==> config.mk <==
export PLATFORM = sky130hd
export DESIGN_NAME = event_window_meter
export DESIGN_NICKNAME = d
export VERILOG_FILES = /design/src/rtl/event_window_meter.sv
export SDC_FILE = /design/constraint.sdc
export NUM_CORES = 1
export LEC_CHECK = 0
export ABC_AREA = 1
export CORE_MARGIN = 10
export CORE_UTILIZATION = 45
export CTS_CLUSTER_SIZE = 20
export DETAILED_ROUTE_END_ITERATION = 10
export GPL_TIMING_DRIVEN = 0
export PLACE_DENSITY = 0.7
export SYNTH_ARGS = -nofsm -noshare
export SYNTH_HDL_FRONTEND = slang
export SYNTH_SLANG_ARGS = --single-unit
==> constraint.sdc <==
create_clock -name clk -period 3.2 [get_ports clk]
set_clock_uncertainty 0.1 [all_clocks]
set_input_delay 0.64 -clock clk [delete_from_list [all_inputs] [get_ports clk]]
set_output_delay 0.64 -clock clk [all_outputs]
set_load 0.02 [all_outputs]
==> src/rtl/event_window_meter.sv <==
// Event-rate meter: counts synchronized rising edges of event_in between
// successive rising edges of flag_in and reports each completed window.
module event_window_meter #(
  parameter int unsigned NBITS       = 6,
  parameter int unsigned SYNC_STAGES = 2
) (
  input  logic             clk,
  input  logic             reset,
  input  logic             enable,
  input  logic             flag_in,
  input  logic             event_in,
  output logic [NBITS-1:0] live_count,
  output logic [NBITS-1:0] result,
  output logic             result_valid,
  output logic             overflow,
  output logic             busy
);

  typedef enum logic [1:0] {
    IDLE    = 2'd0,
    ARMED   = 2'd1,
    MEASURE = 2'd2
  } state_t;

  localparam logic [NBITS-1:0] CNT_MAX = '1;

  state_t                 state_q, state_d;
  logic [SYNC_STAGES-1:0] sync_q;
  logic                   hist_q;
  logic                   flag_q;
  logic [NBITS-1:0]       live_q, live_d;
  logic [NBITS-1:0]       result_q, result_d;
  logic                   sat_q, sat_d;
  logic                   ovf_q, ovf_d;
  logic                   valid_q, valid_d;

  logic                   ev_edge;
  logic                   fl_edge;
  logic                   at_max;
  logic [NBITS-1:0]       close_cnt;
  logic                   close_ovf;

  assign ev_edge = sync_q[SYNC_STAGES-1] & ~hist_q;
  assign fl_edge = flag_in & ~flag_q;
  assign at_max  = (live_q == CNT_MAX);

  // An event edge arriving with the boundary is folded into the closing window.
  assign close_cnt = at_max ? CNT_MAX : live_q + NBITS'(ev_edge);
  assign close_ovf = sat_q | (at_max & ev_edge);

  always_ff @(posedge clk or negedge reset) begin
    if (!reset) begin
      state_q  <= IDLE;
      sync_q   <= '0;
      hist_q   <= 1'b0;
      flag_q   <= 1'b0;
      live_q   <= '0;
      result_q <= '0;
      sat_q    <= 1'b0;
      ovf_q    <= 1'b0;
      valid_q  <= 1'b0;
    end else begin
      state_q  <= state_d;
      sync_q   <= {sync_q[SYNC_STAGES-2:0], event_in};
      hist_q   <= sync_q[SYNC_STAGES-1];
      flag_q   <= flag_in;
      live_q   <= live_d;
      result_q <= result_d;
      sat_q    <= sat_d;
      ovf_q    <= ovf_d;
      valid_q  <= valid_d;
    end
  end

  always_comb begin
    state_d  = state_q;
    live_d   = live_q;
    result_d = result_q;
    sat_d    = sat_q;
    ovf_d    = ovf_q;
    valid_d  = 1'b0;
    unique case (state_q)
      IDLE: begin
        live_d = '0;
        sat_d  = 1'b0;
        if (enable) state_d = ARMED;
      end
      ARMED: begin
        live_d = '0;
        sat_d  = 1'b0;
        if (!enable)      state_d = IDLE;
        else if (fl_edge) state_d = MEASURE;
      end
      MEASURE: begin
        if (!enable) begin
          state_d = IDLE;
          live_d  = '0;
          sat_d   = 1'b0;
        end else if (fl_edge) begin
          result_d = close_cnt;
          ovf_d    = close_ovf;
          live_d   = '0;
          sat_d    = 1'b0;
          valid_d  = 1'b1;
        end else if (ev_edge) begin
          if (at_max) sat_d  = 1'b1;
          else        live_d = live_q + NBITS'(1);
        end
      end
      default: begin
        state_d = IDLE;
        live_d  = '0;
        sat_d   = 1'b0;
      end
    endcase
  end

  assign live_count   = live_q;
  assign result       = result_q;
  assign result_valid = valid_q;
  assign overflow     = ovf_q;
  assign busy         = (state_q == MEASURE);

endmodule

==> out/metrics.csv <==
stage;metric;value;unit
outcome;status;complete, no violations;
global_routing;grt_max_degree;22;
routing;top_layer_used;met4;
floorplan;core;2190;µm²
placement;place_area;1250;µm²
yosys;synth.ff_latch_count;21;
floorplan;die_h;67.8;µm
routing;drtPass1Iterations;4;
cells_and_area;num-fill-cells;216;
placement;placed_cells;168;
cells_and_area;nets;153;
cells_and_area;syn2layout_area_growth;24.8;%
yosys;ys_types;21;
critical_path;critPathKind;flip-flop to output port;
power_and_ir_drop;switching_share;27.1;%
hold_path;hold_end;sync_q[1]$_DFF_PN0_;
critical_path;worst-r2r-cell-count;6;
yosys;syn_inst;121;
cts;path_clk_slew;130;ps
routing;wl_per_cell;11.9;µm
yosys;ys_warn_count;0;
cells_and_area;fin_util;58.6;%
yosys;yosys.cell_count.top_type;nand2_1;
power_and_ir_drop;power_frac_seq;58.1;%
power_and_ir_drop;p_sw;135;µW
power_and_ir_drop;p_leak;0.591;nW
hold_path;hold_path_depth;0;
cts;htreeDepth;1;
timing;finalHoldViolCount;0;
timing;fin_ws;925;ps
timing;hold_slack;283;ps
cells_and_area;n_antenna_cell;0;
power_and_ir_drop;ir_drop;0.000190;V
floorplan;rows;17;
global_routing;grt_overflow;0;
yosys;avgSynthCellArea;8.50;µm²
placement;place_ws;1160;ps
routing;wl_met3;183;µm
timing;fmax;0.440;GHz
floorplan;io_pins;20;
floorplan;start_util;46.9;%
routing;drt-vias-per-instance;4.83;
cts;clockBufferDepth;2;
cts;cts_made_buffers;3;
critical_path;cp_max_fo;3;
power_and_ir_drop;power;499;µW
power_and_ir_drop;pwr-share-comb;15.2;%
cts;cts_root_buffer;clkbuf_4;
timing;finalMaxSlewViolations;0;
yosys;synth_ff_type;dfrtp_1;
cts;postCtsSetupBuffers;0;
routing;drtAntennaViolNets;0;
cts;cts-resized-gates;0;
yosys;yosysTopAreaCell;dfrtp_1;
critical_path;crit_arrival;1530;ps
cts;clock_latency;300;ps
cts;tritoncts;built;
critical_path;r2r_end;result[4]$_DFFE_PN0P_;
routing;met2WireLength;979;µm
global_routing;grt_pass1_wl;3.67;mm
yosys;synth_edf_count;0;
cells_and_area;final_area;1280;µm²
flow_run;maxCapViolations;0;
power_and_ir_drop;power_density;388;nW/µm²
floorplan;dieArea;4600;µm²
timing;period_share;71.1;%
placement;place_congestion;0.806;
routing;drt_iter0_drc;39;
yosys;synth_area;1030;µm²
hold_path;min-delay-start;sync_q[0]$_DFF_PN0_;
routing;wl_met1;848;µm
routing;vias;831;
routing;post-route-drc-count;0;
yosys;seq_area_frac_synth;51.1;%
critical_path;reg2reg_setup_slack;1600;ps
hold_path;worstHoldPathType;flip-flop to flip-flop;
yosys;synth_top_area_share;51.1;%
timing;min_period;2270;ps
critical_path;critPathCaptureType;output port;
cts;clock-sinks;21;
cells_and_area;layout.cells.non_filler;172;
placement;hpwl;1.63;mm
cts;ctsHoldBuffers;0;
yosys;synth_commonest_cells;nand2_1 (22), dfrtp_1 (21), inv_1 (18), nor2_1 (18), nand3_1 (8);
timing;max_slew_margin;39.0;%
floorplan;die_w;67.8;µm
timing;setup-tns-final;0;ps
routing;drt-total-wl;2.05;mm
cells_and_area;layout-drive-gt1-share;13.2;%
timing;rsz0062_at_grt;no;
global_routing;antenna_found_initial;0;
yosys;async_flop_share;100;%
placement;port_buffers;19;
yosys;synth.net_count;129;
critical_path;start_kind;flip-flop;
global_routing;grt_pass1_vias;907;
yosys;synthTopCellsByArea;dfrtp_1 (51%), nand2_1 (8.0%), inv_1 (6.6%);
critical_path;r2r-start;hist_q$_DFF_PN0_;
timing;setup_viol;0;
power_and_ir_drop;clkPwrFrac;26.7;%
global_routing;grt_use_total;10.2;%
critical_path;cp_data_required_time;2460;ps
timing;tightest_slew;912;ps
power_and_ir_drop;p_int;364;µW
state kept, by name (all words and copies together), names as in the netlist:
register      flops
live_count        6
result            6
state_q           2
sync_q            2
flag_q            1
hist_q            1
overflow          1
result_valid      1
sat_q             1
how the worst max path moves through the flow:
stage                      startpoint               endpoint  slack [ps]  depth (start not counted)
2_1_floorplan        hist_q$_DFF_PN0_  result[4]$_DFFE_PN0P_        1730                          6
3_5_place_dp                   enable  result[3]$_DFFE_PN0P_        1160                          6
6_report       state_q[0]$_DFFE_PN0P_                   busy         930                          4
4_1_cts        state_q[0]$_DFFE_PN0P_                   busy         910                          4
3_3_place_gp                   enable  result[5]$_DFFE_PN0P_        1200                          6
5_1_grt        state_q[0]$_DFFE_PN0P_                   busy         830                          4
final cells by class:
| cell class | instances | area (µm²) | area share [%] |
|---|---|---|---|
| sequential | 21 | 526 | 40.9 |
| buffer | 1 | 7.51 | 0.585 |
| timing repair buffer | 19 | 190 | 14.8 |
| clock inverter | 1 | 7.51 | 0.585 |
| inverter | 19 | 71.3 | 5.56 |
| tap | 28 | 35.0 | 2.73 |
| multi-input combinational | 80 | 424 | 33.0 |
| clock buffer | 3 | 22.5 | 1.75 |
cells in the final DEF (no fill, tap or decap):
master and count:
nand2_1 22, dfrtp_1 21, clkdlybuf4s50_1 19, inv_1 18
nor2_1 18, nand3_1 8, nand2_2 7, a21oi_1 5
o21ai_0 3, ha_1 3, clkbuf_4 3, nor2_4 2
nor2_2 2, o21ai_1 2, xor2_1 2, clkinv_1 1
buf_4 1, nand4_1 1, a31o_2 1, nor3_1 1
o21ai_2 1, xnor2_1 1, nor3b_2 1, clkinvlp_4 1
worst max-delay path, cell delays in order, from the launching register on:
cell and delay [ps]:
dfrtp_1 400, inv_1 80, nand2_2 90, inv_1 60, clkdlybuf4s50_1 600
power by group through the flow:
stage                     sequential (mW)  clock (mW)  combinational (mW)
after floorplan                     0.310           0              0.0211
after global placement              0.294           0              0.0760
after detailed placement            0.295           0              0.0773
after CTS                           0.290       0.135              0.0777
after global routing                0.291       0.148              0.0842
final                               0.290       0.133              0.0760
cell families (layout without fill, tap and decap cells):
family                     after synthesis  count (layout)  synth area share, %
AOI/OAI and AO/OA                       12              12                 6.57
xor gates and xnor gates                 3               3                 2.56
adders and majority gates                3               3                 3.65
buffers and inverters                   20              43                 7.66
DFF                                     21              21                 51.1
and+or+nand+nor                         62              62                 28.5
per-layer routing:
metal / up-vias / GRT usage (%)
met3: 4 / 3.97
met4: 0 / 5.53
met5: - / 0
li1: 422 / -
met1: 383 / 10.5
met2: 22 / 17.5
No activity file was read; power rests on OpenSTA's default activity.
